`src/rtl/span_walker_if.sv`:
```
// Bus between the VGA timing/config side and the span walker.
// The master drives timing and configuration; the slave returns per-pixel coverage.
interface span_walker_if;
  logic        line_end;
  logic [9:0]  line_y;
  logic [9:0]  pix_x;
  logic        cfg_we;
  logic [2:0]  cfg_slot;
  logic [2:0]  cfg_field;
  logic [13:0] cfg_data;
  logic        hit;
  logic [2:0]  hit_slot;
  logic        frame_commit;

  modport master (
    output line_end, line_y, pix_x, cfg_we, cfg_slot, cfg_field, cfg_data,
    input  hit, hit_slot, frame_commit
  );

  modport slave (
    input  line_end, line_y, pix_x, cfg_we, cfg_slot, cfg_field, cfg_data,
    output hit, hit_slot, frame_commit
  );
endinterface

```
`src/rtl/span_walker.sv`:
```
// Per-scanline trapezoid edge walker: shadow/active slot registers, per-line
// 10.4 edge accumulators and a registered highest-slot-wins coverage test.
module span_walker #(
  parameter int N_SLOTS = 4,
  parameter int V_TOTAL = 500
) (
  input logic         vga_clk,
  input logic         reset,
  span_walker_if.slave bus
);
  localparam logic [9:0] LAST_LINE = 10'(V_TOTAL - 1);

  logic [9:0]  ys_sh_r  [0:N_SLOTS-1];
  logic [9:0]  ye_sh_r  [0:N_SLOTS-1];
  logic [13:0] x0i_sh_r [0:N_SLOTS-1];
  logic [13:0] x1i_sh_r [0:N_SLOTS-1];
  logic [13:0] dx0_sh_r [0:N_SLOTS-1];
  logic [13:0] dx1_sh_r [0:N_SLOTS-1];
  logic        en_sh_r  [0:N_SLOTS-1];

  logic [9:0]  ys_r  [0:N_SLOTS-1];
  logic [9:0]  ye_r  [0:N_SLOTS-1];
  logic [13:0] x0i_r [0:N_SLOTS-1];
  logic [13:0] x1i_r [0:N_SLOTS-1];
  logic [13:0] dx0_r [0:N_SLOTS-1];
  logic [13:0] dx1_r [0:N_SLOTS-1];
  logic        en_r  [0:N_SLOTS-1];

  logic [13:0] x0_r    [0:N_SLOTS-1];
  logic [13:0] x1_r    [0:N_SLOTS-1];
  logic [13:0] x0_nx_s [0:N_SLOTS-1];
  logic [13:0] x1_nx_s [0:N_SLOTS-1];

  logic       commit_s;
  logic       hit_s;
  logic [2:0] slot_s;
  logic       hit_r;
  logic [2:0] hit_slot_r;
  logic       frame_commit_r;

  assign commit_s = bus.line_end && (bus.line_y == LAST_LINE);

  // Shadow field writes; out-of-range slot indices match no slot.
  always_ff @(posedge vga_clk) begin
    if (reset) begin
      for (int s = 0; s < N_SLOTS; s++) begin
        ys_sh_r[s]  <= 10'd0;
        ye_sh_r[s]  <= 10'd0;
        x0i_sh_r[s] <= 14'd0;
        x1i_sh_r[s] <= 14'd0;
        dx0_sh_r[s] <= 14'd0;
        dx1_sh_r[s] <= 14'd0;
        en_sh_r[s]  <= 1'b0;
      end
    end else if (bus.cfg_we) begin
      for (int s = 0; s < N_SLOTS; s++) begin
        if (bus.cfg_slot == 3'(s)) begin
          case (bus.cfg_field)
            3'd0:    ys_sh_r[s]  <= bus.cfg_data[9:0];
            3'd1:    ye_sh_r[s]  <= bus.cfg_data[9:0];
            3'd2:    x0i_sh_r[s] <= bus.cfg_data;
            3'd3:    x1i_sh_r[s] <= bus.cfg_data;
            3'd4:    dx0_sh_r[s] <= bus.cfg_data;
            3'd5:    dx1_sh_r[s] <= bus.cfg_data;
            3'd6:    en_sh_r[s]  <= bus.cfg_data[0];
            default: ;
          endcase
        end
      end
    end
  end

  // Next edge values, decided against the active set before any same-cycle commit.
  always_comb begin
    for (int s = 0; s < N_SLOTS; s++) begin
      x0_nx_s[s] = 14'd0;
      x1_nx_s[s] = 14'd0;
      if (!en_r[s]) begin
        x0_nx_s[s] = 14'd0;
        x1_nx_s[s] = 14'd0;
      end else if (bus.line_y == ys_r[s]) begin
        x0_nx_s[s] = x0i_r[s];
        x1_nx_s[s] = x1i_r[s];
      end else if ((bus.line_y > ys_r[s]) && (bus.line_y < ye_r[s])) begin
        x0_nx_s[s] = x0_r[s] + dx0_r[s];
        x1_nx_s[s] = x1_r[s] + dx1_r[s];
      end else begin
        x0_nx_s[s] = 14'd0;
        x1_nx_s[s] = 14'd0;
      end
    end
  end

  // Frame-end commit of shadow to active, and per-line edge stepping.
  always_ff @(posedge vga_clk) begin
    if (reset) begin
      for (int s = 0; s < N_SLOTS; s++) begin
        ys_r[s]  <= 10'd0;
        ye_r[s]  <= 10'd0;
        x0i_r[s] <= 14'd0;
        x1i_r[s] <= 14'd0;
        dx0_r[s] <= 14'd0;
        dx1_r[s] <= 14'd0;
        en_r[s]  <= 1'b0;
        x0_r[s]  <= 14'd0;
        x1_r[s]  <= 14'd0;
      end
      frame_commit_r <= 1'b0;
    end else begin
      for (int s = 0; s < N_SLOTS; s++) begin
        if (commit_s) begin
          ys_r[s]  <= ys_sh_r[s];
          ye_r[s]  <= ye_sh_r[s];
          x0i_r[s] <= x0i_sh_r[s];
          x1i_r[s] <= x1i_sh_r[s];
          dx0_r[s] <= dx0_sh_r[s];
          dx1_r[s] <= dx1_sh_r[s];
          en_r[s]  <= en_sh_r[s];
        end
        if (bus.line_end) begin
          x0_r[s] <= x0_nx_s[s];
          x1_r[s] <= x1_nx_s[s];
        end
      end
      frame_commit_r <= commit_s;
    end
  end

  // Coverage of the current pixel; later slots override earlier ones.
  always_comb begin
    hit_s  = 1'b0;
    slot_s = 3'd0;
    for (int s = 0; s < N_SLOTS; s++) begin
      if (en_r[s] && (x0_r[s][13:4] <= bus.pix_x) && (bus.pix_x < x1_r[s][13:4])) begin
        hit_s  = 1'b1;
        slot_s = 3'(s);
      end else begin
        hit_s  = hit_s;
        slot_s = slot_s;
      end
    end
  end

  // Registered coverage outputs.
  always_ff @(posedge vga_clk) begin
    if (reset) begin
      hit_r      <= 1'b0;
      hit_slot_r <= 3'd0;
    end else begin
      hit_r      <= hit_s;
      hit_slot_r <= slot_s;
    end
  end

  assign bus.hit          = hit_r;
  assign bus.hit_slot     = hit_slot_r;
  assign bus.frame_commit = frame_commit_r;
endmodule
```
`src/flat_wrapper.sv`:
```
// flat-port wrapper written by rule: the top's interface ports become plain ports
module span_walker_flat 
#(
  parameter int N_SLOTS = 4,
  parameter int V_TOTAL = 500
)
  (vga_clk, reset, bus_line_end, bus_line_y, bus_pix_x, bus_cfg_we, bus_cfg_slot, bus_cfg_field, bus_cfg_data, bus_hit, bus_hit_slot, bus_frame_commit);
  span_walker_if bus_i ();
  input logic vga_clk;
  input logic reset;
  input wire logic [$bits(bus_i.line_end)-1:0] bus_line_end;
  input wire logic [$bits(bus_i.line_y)-1:0] bus_line_y;
  input wire logic [$bits(bus_i.pix_x)-1:0] bus_pix_x;
  input wire logic [$bits(bus_i.cfg_we)-1:0] bus_cfg_we;
  input wire logic [$bits(bus_i.cfg_slot)-1:0] bus_cfg_slot;
  input wire logic [$bits(bus_i.cfg_field)-1:0] bus_cfg_field;
  input wire logic [$bits(bus_i.cfg_data)-1:0] bus_cfg_data;
  output wire logic [$bits(bus_i.hit)-1:0] bus_hit;
  output wire logic [$bits(bus_i.hit_slot)-1:0] bus_hit_slot;
  output wire logic [$bits(bus_i.frame_commit)-1:0] bus_frame_commit;
  assign bus_i.line_end = bus_line_end;
  assign bus_i.line_y = bus_line_y;
  assign bus_i.pix_x = bus_pix_x;
  assign bus_i.cfg_we = bus_cfg_we;
  assign bus_i.cfg_slot = bus_cfg_slot;
  assign bus_i.cfg_field = bus_cfg_field;
  assign bus_i.cfg_data = bus_cfg_data;
  assign bus_hit = bus_i.hit;
  assign bus_hit_slot = bus_i.hit_slot;
  assign bus_frame_commit = bus_i.frame_commit;
  span_walker #(.N_SLOTS(N_SLOTS), .V_TOTAL(V_TOTAL)) u_core (.vga_clk(vga_clk), .reset(reset), .bus(bus_i));
endmodule
```
`config.mk`:
```
export PLATFORM = sky130hd
export DESIGN_NAME = span_walker_flat
export DESIGN_NICKNAME = d
export VERILOG_FILES = /design/src/rtl/span_walker_if.sv /design/src/rtl/span_walker.sv /design/src/flat_wrapper.sv
export SDC_FILE = /design/constraint.sdc
export NUM_CORES = 1
export LEC_CHECK = 0
export ABC_AREA = 1
export CAP_MARGIN = 10
export CORE_MARGIN = 1
export CORE_UTILIZATION = 45
export CTS_CLUSTER_SIZE = 40
export DETAILED_ROUTE_END_ITERATION = 12
export DONT_BUFFER_PORTS = 1
export GPL_TIMING_DRIVEN = 0
export PLACE_DENSITY = 0.58
export SLEW_MARGIN = 20
export SYNTH_ARGS = -nofsm -noshare
export SYNTH_HDL_FRONTEND = slang
export SYNTH_SLANG_ARGS = --single-unit
```
`constraint.sdc`:
```
create_clock -name vga_clk -period 27.6 [get_ports vga_clk]
set_clock_uncertainty 0.05 [all_clocks]
set_input_delay 2.76 -clock vga_clk [delete_from_list [all_inputs] [get_ports vga_clk]]
set_output_delay 2.76 -clock vga_clk [all_outputs]
set_load 0.02 [all_outputs]
```
* Word-level counts from Yosys, hierarchy flattened
Memory sizes are Yosys's and may differ from the RTL's.
Index checks and enable logic that the tools add are counted.
** Operators by class
- Add/subtract/negate cells :: 8
- $lt $le $gt $ge :: 16
- Equal/unequal tests :: 14
- Multiplexer cells :: 222
- Bitwise logic cells :: 64
- Reduce and logical (&&, ||, !) cells :: 16
** Operators by type and width (count)
- $mux 14 :: 64
- $mux 10 :: 16
- $mux 1 :: 140
- $add 14x14->14 :: 8
- $lt 10x10->1 :: 8
- $or 1x1->1 :: 64
- $eq 10x10->1 :: 4
- $gt 10x10->1 :: 4
- $le 10x10->1 :: 4
- $logic_and 1x1->1 :: 13
- $eq 3x2->1 const B :: 4
- $eq 10x9->1 const B :: 1
- $eq 3x3->1 const B :: 3
- $eq 3x1->1 const B :: 2
- $logic_not 3->1 :: 2
- $mux 2 :: 2
- $reduce_or 3->1 :: 1
** Word-level totals
- Bits in registers :: 5
- RAM bits :: 728
- Bits of input ports :: 44
- Output and inout bits :: 5
- Logic and storage cells :: 360
- Memories :: 16
** Memories
- u_core.dx0_r :: depth 4, bits a word 14, read ports 4, clocked after memory_dff 0, wr ports 4, line span_walker.sv:25 : logic [13:0] dx0_r [0:N_SLOTS-1];
- u_core.dx0_sh_r :: depth 4, bits a word 14, read ports 4, clocked after memory_dff 0, wr ports 4, line span_walker.sv:17 : logic [13:0] dx0_sh_r [0:N_SLOTS-1];
- u_core.dx1_r :: depth 4, bits a word 14, read ports 4, clocked after memory_dff 0, wr ports 4, line span_walker.sv:26 : logic [13:0] dx1_r [0:N_SLOTS-1];
- u_core.dx1_sh_r :: depth 4, bits a word 14, read ports 4, clocked after memory_dff 0, wr ports 4, line span_walker.sv:18 : logic [13:0] dx1_sh_r [0:N_SLOTS-1];
- u_core.x0_r :: depth 4, bits a word 14, read ports 4, clocked after memory_dff 0, wr ports 4, line span_walker.sv:29 : logic [13:0] x0_r [0:N_SLOTS-1];
- u_core.x0i_r :: depth 4, bits a word 14, read ports 4, clocked after memory_dff 0, wr ports 4, line span_walker.sv:23 : logic [13:0] x0i_r [0:N_SLOTS-1];
- +10 memories

* Depth between registers and ports, before layout
Gate-level depths: netlist (run 1).
An unclocked memory read counts as a cell.
- Depth after elaboration :: 8
- Gate-level depth with buffers :: 13
- Mapped depth without buffers :: 13

* Least setup slack after synthesis (run 1)
OpenSTA, ideal clock, no wires.
- Path kind :: input-to-reg
- From :: input port reset
- To :: memory u_core.dx0_r[0][0] (enable)
- Library setup time :: 2298 ps
- Arrival :: 8640 ps
- Data required time :: 25252 ps
- Slack :: 16612 ps
- Stages :: 5
- Buffers on the path :: 3
- Path through :: clkinv_1 -> buf_2 -> buf_1 -> clkbuf_1 -> nand2_1
** RTL lines
- start: declaration :: line flat_wrapper.sv:10 : input logic reset;
- end: declaration :: line span_walker.sv:25

==> key figures, run 1 <==
Critical path
  – FF-to-FF Start: u_core.ys_r[2][9]$_SDFFCE_PN0P_
  – CP required: 27.92 ns
  – Startpoint types: input port
  – Category of the most critical setup path: input port to flip-flop
  – CP max FO: 50
  – Crit path arrival time: 6.43 ns
  – Crit. Startpoint: reset
  – Worst Setup End Kind: flip-flop

Clock network
  – CTS sink count: 732
  – Hold buffer count at CTS: 0
  – H-Tree Depth: 3
  – CTS clk-pin slew, worst paths: 0.06 ns
  – Worst skew pair latency: 0.65 ns
  – CTS max path bufs: 3
  – TritonCTS Buffers: 82
  – # Post-CTS Setup Buffers: 0
  – CTS Root Cell: clkbuf_16
  – CTS tree: done
  – Post-CTS Resized: 0

Worst hold path
  – Hold Crit Start: u_core.x0i_sh_r[3][8]$_SDFFCE_PN0P_
  – Type of the worst min-delay path: flip-flop to flip-flop

Cells and area
  – Register area: 21900 um^2
  – Share of cells above drive strength 1: 9.78%
  – Multi-input logic area: 14200 um^2
  – Non-filler cells, final: 5377
  – Fill cells: 8033
  – Nets@finish: 4463
  – Commonest non-fill, non-tap cell in the layout: nand2_1
  – Most frequent cells in the layout: nand2_1 (793), inv_1 (754), edfxtp_1 (728)
  – Area growth, synth to finish: 11.1%

Timing
  – Max frequency: 0.164 GHz
  – Pin slew with the least headroom to its limit: 1.17 ns
  – Tmin final: 6.11 ns
  – Fin. Hold Viols: 0
  – Max_slew headroom: 21.9%
  – Slew Limit Fails: 0
  – Fin crit share: 22.2%
  – RSZ-0062 raised after global routing: false
  – Worst setup margin: 21.49 ns
  – Finish-stage setup viols: 0
  – Fin Setup TNS: 0 ns

Yosys
  – Post-Synthesis Net Count: 4365
  – Netlist cell types: 36
  – Area contributors post-synth: edfxtp_1 (55%), ha_1 (8.1%), nand2_1 (7.5%)
  – Cell Area, Synth: 39700 um^2
  – Synth Warn #: 0
  – Top-area cell type share of the netlist area: 55.1%
  – Mean post-synth cell area: 9.78 um^2
  – Cell taking the most area after synthesis: edfxtp_1
  – Seq/Total Area, Yosys: 55.3%
  – Synth Register Bits: 732
  – Cells after Synth: 4057

Detailed routing
  – DRC errors left: 0
  – Via/cell ratio: 4.94
  – Total vias in the final route: 26600
  – Iter 0 DRT Violations: 2219
  – First-pass detailed-route iteration total: 6
  – Routed len/inst: 19.9 um
  – Antenna viol nets, final: 0
  – Post-Route WL: 107 mm

Place
  – Placer Congestion: 0.905
  – Post-DP HPWL: 75.2 mm
  – Setup WS pre-CTS: 20.94 ns
  – Placed instance count: 5226
  – PortBufs: 0

Power and ir drop
  – PwrDens: 57.9 nW/um^2
  – Power Total: 2550 uW
  – Leak pwr: 0.0193 uW
  – Peak VDD IR: 0.0686 mV

Floorplanning
  – Die height: 299 um
  – Die width: 299 um
  – Die area: 89400 um^2
  – Starting Density: 45.6%
  – Core Box Area: 87000 um^2
  – Row count: 108
  – I/O pin total: 49

GRT
  – Total grt overflow: 0
  – GRT Util Overall: 24.3%
  – Largest net degree at the start of global routing: 56
  – Number of global-route vias before repair: 25600
  – First-pass GRT wire length: 159 mm
  – Initial antenna violation count: 5

Run
  – Maxcap violations: 0

Outcome
  – Outcome: finished, final reports clean
## report_power, final
part           total, uW  internal [uW]  switching (uW)  leakage [uW]
registers           1280           1260            16.7       0.00752
logic                198           55.2             143        0.0105
clock network       1070            608             465       0.00126
total               2550           1930             625        0.0193
## cells in the mapped netlist
master and instances:
nand2_1 795, inv_1 754, edfxtp_1 728, nor2_1 607, ha_1 256, a21oi_1 226, nor2_4 200, nand3_1 163
clkbuf_1 68, nand4_1 39, o21ai_0 35, xor2_1 32, buf_8 22, nand3b_1 18, nor3_1 16, o21bai_1 15
and2_1 9, buf_4 9, fa_1 8, or2_2 8, xnor2_1 8, a21o_1 6, inv_2 6, buf_2 5
nor2_2 5, dfxtp_1 4, a21boi_0 2, buf_1 2, nor3b_1 2, o211ai_1 2, o21a_1 2, buf_6 1
clkinv_1 1, conb_1 1, nand3_2 1, nor4_4 1
## cells by family after synthesis
| group | share of synthesized area [%] |
|---|---|
| adder cells (fa/ha/maj) | 8.47 |
| AO/OA/AOI/OAI | 3.80 |
| buffers and inverters | 8.95 |
| other | 0.00945 |
| AND/OR/NAND/NOR | 22.6 |
| flip-flops | 55.3 |
| XOR/XNOR | 0.883 |
## path summary, 6_finish.rpt
check                                                         to  slack [ns]  cells after the start
worst max-delay path            u_core.dx0_r[0][5]$_SDFFCE_PN0P_       21.49                      8
worst min-delay path            u_core.x0i_r[3][8]$_SDFFCE_PN0P_        0.49                      2
worst max register to register   u_core.x0_r[2][9]$_SDFFCE_PN0P_       24.76                     10
worst min register to register  u_core.x0i_r[3][8]$_SDFFCE_PN0P_        0.49                      2
## area by class of cell
type | instances | share of cell area [%]
antenna | 1 | 0.00568
buffer | 107 | 1.64
clock buffer | 99 | 4.80
clock inverter | 51 | 1.11
inverter | 761 | 6.48
multi-input combinational | 2457 | 32.3
sequential | 732 | 49.8
tap | 1155 | 3.28
timing repair buffer | 14 | 0.639
## stage by stage
step                      area [um^2]  hold WS (ns)  utilization [%]
after CTS                       44100         0.489             50.7
after floorplan                 39700         0.469                -
final                           44100         0.491             50.7
after global routing            44100         0.512             50.7
after detailed placement        41500         0.478             47.7
after global placement          41100         0.471             47.3
## state kept, by name (all words and copies together) (netlist names), 2 cells and up
| register | count |
|---|---|
| u_core.bus.hit_slot | 2 |
| u_core.dx1_r | 56 |
| u_core.ye_r | 40 |
| u_core.en_sh_r | 4 |
| u_core.x0i_r | 56 |
| u_core.dx0_r | 56 |
| u_core.ys_r | 40 |
| u_core.en_r | 4 |
| u_core.x0_r | 56 |
| u_core.x1_r | 56 |
| u_core.x0i_sh_r | 56 |
| u_core.ys_sh_r | 40 |
| u_core.dx1_sh_r | 56 |
| u_core.x1i_r | 56 |
| u_core.x1i_sh_r | 56 |
| u_core.dx0_sh_r | 56 |
| u_core.ye_sh_r | 40 |
## worst max-delay path: stages
cell      delay [ns]
clkinv_1        0.23
buf_2           0.45
buf_1           0.82
clkbuf_1        0.82
nand2_4         0.46
buf_16          0.36
buf_16          0.23
buf_12          0.23
## per-layer routing
layer	vias up	track usage (%)	wire length, um
met1	12500	33.2	47300
met4	2	8.03	3570
met2	721	39.4	49400
met3	172	3.82	6540
met5	-	0	10
li1	13200	-	-
Note: power is estimated with default switching activity, not from simulation.
==> run 2: changes to the inputs <==
--- a/config.mk
+++ b/config.mk
@@ -13,7 +13,7 @@
 export DETAILED_ROUTE_END_ITERATION = 12
 export DONT_BUFFER_PORTS = 1
 export GPL_TIMING_DRIVEN = 0
-export PLACE_DENSITY = 0.58
+export PLACE_DENSITY = 0.6
 export SLEW_MARGIN = 20
 export SYNTH_ARGS = -nofsm -noshare
 export SYNTH_HDL_FRONTEND = slang
==> constraint.sdc (replaced) <==
create_clock -name vga_clk -period 5.2 [get_ports vga_clk]
set_clock_uncertainty 0.05 [all_clocks]
set_input_delay 0.52 -clock vga_clk [delete_from_list [all_inputs] [get_ports vga_clk]]
set_output_delay 0.52 -clock vga_clk [all_outputs]
set_load 0.02 [all_outputs]
==> key figures, run 2 (synthesis gave the netlist of run 1 again) <==
GRT
  – First-pass GRT wire length: 159 mm (-0.22%)
  – Total grt overflow: 0 (unchanged)
  – Largest net degree at the start of global routing: 75 (+34%)
  – Initial antenna violation count: 6 (+1)
  – Number of global-route vias before repair: 26200 (+2.3%)
  – GRT Util Overall: 24.2% (-0.028 points)

Cells and area
  – Finished layout cell area: 44000 um^2 (-0.13%)
  – Nets@finish: 4459 (-0.090%)
  – Fill cells: 8012 (-0.26%)
  – Most frequent cells in the layout: nand2_1 (793), inv_1 (754), edfxtp_1 (728)
  – Register area: 21900 um^2 (unchanged)
  – Share of cells above drive strength 1: 9.66% (-0.13 points)
  – Commonest non-fill, non-tap cell in the layout: nand2_1
  – Multi-input logic area: 14200 um^2 (about the same)
  – Area growth, synth to finish: 10.9%
  – Post-layout util: 50.6% (-0.068 points)

Timing
  – RSZ-0062 raised after global routing: false
  – Tmin final: 3.57 ns
  – Max_slew headroom: 17.4% (-4.5 points)
  – Fin crit share: 68.7%
  – Fin. Hold Viols: 0 (unchanged)
  – Final hold slack: 0.143 ns (-0.347 ns)
  – Slew Limit Fails: 0 (unchanged)
  – Pin slew with the least headroom to its limit: 1.24 ns (+0.0673 ns)
  – Fin Setup TNS: 0 ns (unchanged)
  – Finish-stage setup viols: 0 (unchanged)
  – Max frequency: 0.280 GHz
  – Worst setup margin: 1.63 ns (-19.86 ns)

Run
  – Maxcap violations: 0 (unchanged)

Critical path
  – Cell depth of the worst setup path: 7 (-1)
  – Crit path arrival time: 3.86 ns (-2.57 ns)
  – R2R cell count: 10 (unchanged)
  – Worst Setup End Kind: flip-flop
  – Slowest CP cell: clkbuf_1
  – CP required: 5.49 ns (-22.43 ns)
  – Startpoint types: input port
  – Category of the most critical setup path: input port to flip-flop
  – CP max FO: 74 (+48%)
  – Crit. Startpoint: reset
  – Flop2flop setup slack: 2.34 ns (-22.42 ns)
  – Worst path max stage delay: 0.89 ns (+0.07 ns)
  – CP cell instances: clkinv_1 > buf_2 > clkbuf_2 > clkbuf_1 > nand2_8 > buf_16 > buf_16
  – Most used cell, CP: buf_16
  – Crit path buf inv count: 6 (-1)
  – CP delay by family, top: buffers and inverters
  – RR Endpoint: u_core.x0_r[1][12]$_SDFFCE_PN0P_
  – FF-to-FF Start: u_core.ys_r[1][9]$_SDFFCE_PN0P_
  – Crit path to: u_core.dx0_r[0][25]$_SDFFCE_PN0P_

Floorplanning
  – Die width: 299 um (unchanged)
  – Core Box Area: 87000 um^2 (unchanged)
  – I/O pin total: 49 (unchanged)
  – Starting Density: 45.6% (unchanged)
  – Row count: 108 (unchanged)
  – Die height: 299 um (unchanged)
  – Die area: 89400 um^2 (unchanged)

Place
  – Placer Congestion: 0.923 (+2.0%)
  – Placed Area: 41400 um^2 (-0.19%)
  – PortBufs: 0 (unchanged)
  – Post-DP HPWL: 74.2 mm (-1.3%)
  – Setup WS pre-CTS: 0.652 ns (-20.29 ns)

Power and ir drop
  – Leak pwr: 0.0192 uW (-0.10%)
  – Peak VDD IR: 0.255 mV (+270%)
  – PwrDens: 308 nW/um^2 (+430%)

Detailed routing
  – Iter 0 DRT Violations: 2266 (+2.1%)
  – Routed len/inst: 19.9 um (about the same)
  – DRC errors left: 0 (unchanged)
  – Total vias in the final route: 27000 (+1.5%)
  – Antenna viol nets, final: 0 (unchanged)
  – Post-Route WL: 107 mm (-0.11%)
  – First-pass detailed-route iteration total: 5 (-1)
  – Via/cell ratio: 5.02 (+1.6%)

Clock network
  – CTS max path bufs: 3 (unchanged)
  – Post-CTS Resized: 0 (unchanged)
  – CTS Root Cell: clkbuf_16
  – CTS sink count: 732 (unchanged)
  – Worst skew pair latency: 0.65 ns (about the same)
  – Hold buffer count at CTS: 1 (+1)
  – CTS clk-pin slew, worst paths: 0.06 ns (about the same)
  – # Post-CTS Setup Buffers: 0 (unchanged)
  – TritonCTS Buffers: 83 (+1.2%)
  – H-Tree Depth: 3 (unchanged)
  – CTS tree: done

Outcome
  – Outcome: finished, final reports clean

Worst hold path
  – Type of the worst min-delay path: input port to flip-flop
[run 2: per-layer routing]
| metal | global-route usage (%) | vias up | share of wire (%) |
|---|---|---|---|
| met5 | 0 | - | 0.012 |
| met2 | 39.4 | 785 | 46 |
| met4 | 7.96 | 2 | 3.2 |
| li1 | - | 13200 | - |
| met1 | 32.9 | 12800 | 44 |
| met3 | 4.23 | 199 | 6.2 |
[run 2: layout make-up]
cell class / instances / area share [%]
Antenna cell: 1 / 0.00568
Buffer: 107 / 1.65
Clock buffer: 102 / 5.07
Clock inverter: 46 / 0.867
Inverter: 761 / 6.49
Multi-Input combinational cell: 2457 / 32.3
Sequential cell: 732 / 49.8
Tap cell: 1155 / 3.28
Timing Repair Buffer: 9 / 0.460
[run 2: worst min path at each step]
stage,startpoint,depth (start not counted),slack [ns],end
final,bus_cfg_slot[2],3,0.14,u_core.en_sh_r[0]$_SDFFCE_PN0P_
after floorplan,u_core.dx0_sh_r[1][8]$_SDFFCE_PN0P_,2,0.47,u_core.dx0_r[0][22]$_SDFFCE_PN0P_
after detailed placement,u_core.ys_sh_r[0][5]$_SDFFCE_PN0P_,2,0.48,u_core.ys_r[0][5]$_SDFFCE_PN0P_
after CTS,bus_cfg_slot[2],3,0.11,u_core.en_sh_r[0]$_SDFFCE_PN0P_
after global placement,u_core.x1i_sh_r[0][3]$_SDFFCE_PN0P_,2,0.47,u_core.x1i_r[0][3]$_SDFFCE_PN0P_
after global routing,bus_cfg_slot[2],3,0.17,u_core.en_sh_r[0]$_SDFFCE_PN0P_
[run 2: through the flow]
stage,power [uW],cells
2_1_floorplan,7600,4057
3_3_place_gp,7940,5212
3_5_place_dp,7960,5220
4_1_cts,13700,5369
5_1_grt,14000,5369
6_report,13600,5370
[run 2: worst register-to-register path: stages (launching register included)]
cell and delay [ns]:
edfxtp_1 0.36, inv_1 0.06, ha_1 0.23, nand2_1 0.11, nor2_1 0.08, nand3b_1 0.35, nand2_1 0.13, nor2_2 0.70
buf_4 0.36, nand3_1 0.09, a21oi_1 0.18
[run 2: where the power goes]
part | internal (uW) | total (uW) | switching (uW) | leakage, uW
clock | 3300 | 5720 | 2420 | 0.00127
combinational | 287 | 1050 | 759 | 0.0105
sequential | 6710 | 6800 | 88.2 | 0.00752
==> run 3: changes to the inputs <==
==> constraint.sdc (replaced) <==
create_clock -name vga_clk -period 3.2 [get_ports vga_clk]
set_clock_uncertainty 0.05 [all_clocks]
set_input_delay 0.32 -clock vga_clk [delete_from_list [all_inputs] [get_ports vga_clk]]
set_output_delay 0.32 -clock vga_clk [all_outputs]
set_load 0.02 [all_outputs]
==> key figures, run 3 (synthesis gave the netlist of run 1 again) <==
Outcome
  – Outcome: finished, final reports clean

Timing
  – Slew Limit Fails: 0 (unchanged)
  – Tmin final: 2.94 ns
  – Max_slew headroom: 21.8% (+4.4 points)
  – Max frequency: 0.340 GHz
  – Pin slew with the least headroom to its limit: 1.17 ns (-0.0658 ns)
  – RSZ-0062 raised after global routing: false
  – Fin crit share: 91.8%
  – Finish-stage setup viols: 0 (unchanged)
  – Fin. Hold Viols: 0 (unchanged)
  – Final hold slack: 0.0521 ns (-0.0911 ns)

Clock network
  – Worst skew pair latency: 0.64 ns (about the same)
  – CTS max path bufs: 3 (unchanged)
  – H-Tree Depth: 3 (unchanged)
  – CTS Root Cell: clkbuf_16
  – Post-CTS Resized: 0 (unchanged)
  – CTS sink count: 732 (unchanged)
  – CTS tree: done
  – CTS clk-pin slew, worst paths: 0.06 ns (about the same)
  – TritonCTS Buffers: 83 (unchanged)

GRT
  – GRT Util Overall: 24.0% (-0.19 points)
  – First-pass GRT wire length: 158 mm (-0.83%)
  – Number of global-route vias before repair: 25600 (-2.3%)
  – Initial antenna violation count: 3 (-3)
  – Total grt overflow: 0 (unchanged)
  – Largest net degree at the start of global routing: 100 (+33%)

Critical path
  – Crit. Startpoint: u_core.ye_r[2][7]$_SDFFCE_PN0P_
  – Slowest CP cell: nor2_2
  – CP max FO: 10 (-86%)
  – Crit path to: u_core.x0_r[2][10]$_SDFFCE_PN0P_
  – CP required: 3.60 ns (-1.89 ns)
  – R2R cell count: 10 (unchanged)
  – RR Endpoint: u_core.x0_r[2][10]$_SDFFCE_PN0P_
  – Most used cell, CP: a21oi_1
  – Category of the most critical setup path: flip-flop to flip-flop
  – Worst path max stage delay: 0.73 ns (-0.16 ns)
  – CP cell instances: inv_1 > ha_1 > a21oi_1 > o21ai_0 > nor2_1 > nand2_1 > nor2_2 > buf_4 > nand3_1 > a21oi_1
  – Worst Setup End Kind: flip-flop
  – Crit path arrival time: 3.34 ns (-0.52 ns)
  – Startpoint types: flip-flop
  – Flop2flop setup slack: 0.26 ns (-2.08 ns)
  – FF-to-FF Start: u_core.ye_r[2][7]$_SDFFCE_PN0P_

Detailed routing
  – Iter 0 DRT Violations: 2286 (+0.88%)
  – Routed len/inst: 19.8 um (-0.37%)
  – Total vias in the final route: 26900 (-0.26%)
  – Post-Route WL: 106 mm (-0.28%)
  – First-pass detailed-route iteration total: 5 (unchanged)
  – Via/cell ratio: 5.01 (-0.36%)
  – Antenna viol nets, final: 0 (unchanged)
  – DRC errors left: 0 (unchanged)

Floorplanning
  – Die width: 299 um (unchanged)
  – Row count: 108 (unchanged)
  – I/O pin total: 49 (unchanged)
  – Die height: 299 um (unchanged)
  – Core Box Area: 87000 um^2 (unchanged)
  – Starting Density: 45.6% (unchanged)
  – Die area: 89400 um^2 (unchanged)

Cells and area
  – Commonest non-fill, non-tap cell in the layout: nand2_1
  – ANT cells: 0 (-1)
  – Share of cells above drive strength 1: 9.86% (+0.20 points)
  – Non-filler cells, final: 5375 (+0.093%)
  – Most frequent cells in the layout: nand2_1 (793), inv_1 (754), edfxtp_1 (728)
  – Area growth, synth to finish: 11.1%
  – Nets@finish: 4463 (+0.090%)

Place
  – PortBufs: 0 (unchanged)
  – Placer Congestion: 0.892 (-3.4%)
  – Post-DP HPWL: 73.6 mm (-0.82%)
  – Placed instance count: 5220 (unchanged)

Power and ir drop
  – Peak VDD IR: 0.425 mV (+67%)
  – Leak pwr: 0.0193 uW (+0.19%)
  – PwrDens: 504 nW/um^2 (+64%)

Worst hold path
  – Type of the worst min-delay path: input port to flip-flop
  – Hold depth: 2 (-1)

Run
  – Maxcap violations: 0 (unchanged)
run 3: cell count changes in the layout (fill, tap and decap cells not counted), sizes merged:
cell	change
dlygate4sd3	+5
clkbuf	-4
bufinv	+3
clkinvlp	+2
clkinv	-1
diode	-1
inv	+1
run 3: area by class of cell:
type | instances | area, um^2
fillers | 7983 | 42900
flip-flops and latches | 732 | 21900
multi-input cells | 2457 | 14300
inverters | 761 | 2860
clock buffers | 99 | 2200
well taps | 1155 | 1450
plain buffers | 106 | 722
clock inverters | 51 | 477
repair buffers | 14 | 224
run 3: timing repair:
action                     in CTS  in global routing
setup buffers                   0                  0
hold buffers                    6                  0
hold endpoints to repair        5                  0
setup endpoints to repair     329                  0
run 3: worst min path at each step:
stage / end / slack [ns] / from
3_5_place_dp: u_core.bus.hit_slot[0]$_SDFF_PP0_ / 0.35 / reset
5_1_grt: u_core.bus.frame_commit$_SDFF_PP0_ / 0.03 / bus_line_y[2]
4_1_cts: u_core.bus.frame_commit$_SDFF_PP0_ / 0.02 / bus_line_y[2]
2_1_floorplan: u_core.bus.hit_slot[0]$_SDFF_PP0_ / 0.34 / reset
6_report: u_core.x0i_sh_r[3][1]$_SDFFCE_PN0P_ / 0.05 / bus_cfg_data[1]
3_3_place_gp: u_core.bus.hit_slot[0]$_SDFF_PP0_ / 0.35 / reset
run 3: metal layers:
metal | wire length, um | track usage (%) | vias up
li1 | - | - | 13200
met1 | 48000 | 33.6 | 12700
met2 | 49000 | 39.2 | 801
met3 | 6470 | 3.10 | 181
met4 | 2960 | 7.03 | 2
met5 | 12 | 0 | -
run 3: stage by stage:
step	util [%]	total power, uW	setup slack (ns)	area, um^2	TNS [ns]
floorplan	-	12300	0.211	39700	0
global placement	47.3	12900	-3.40	41200	-1186.94
detailed placement	47.6	12900	-0.864	41400	-397.09
CTS	50.7	22400	0.291	44100	0
global route	50.7	22900	0.157	44100	0
finish	50.7	22200	0.262	44100	0
run 3: where the power goes:
group / leakage, uW / switching (uW) / internal (uW)
sequential: 0.00752 / 142 / 10900
clock: 0.00130 / 3930 / 5550
combinational: 0.0105 / 1230 / 467
run 3: worst max-delay path: cells and delay by family (launching register included):
family,cells,cell delay [ns]
AND/OR/NAND/NOR,4,1.23
AO/OA/AOI/OAI,3,0.44
buffers and inverters,2,0.42
flip-flops,1,0.36
adder cells (fa/ha/maj),1,0.25
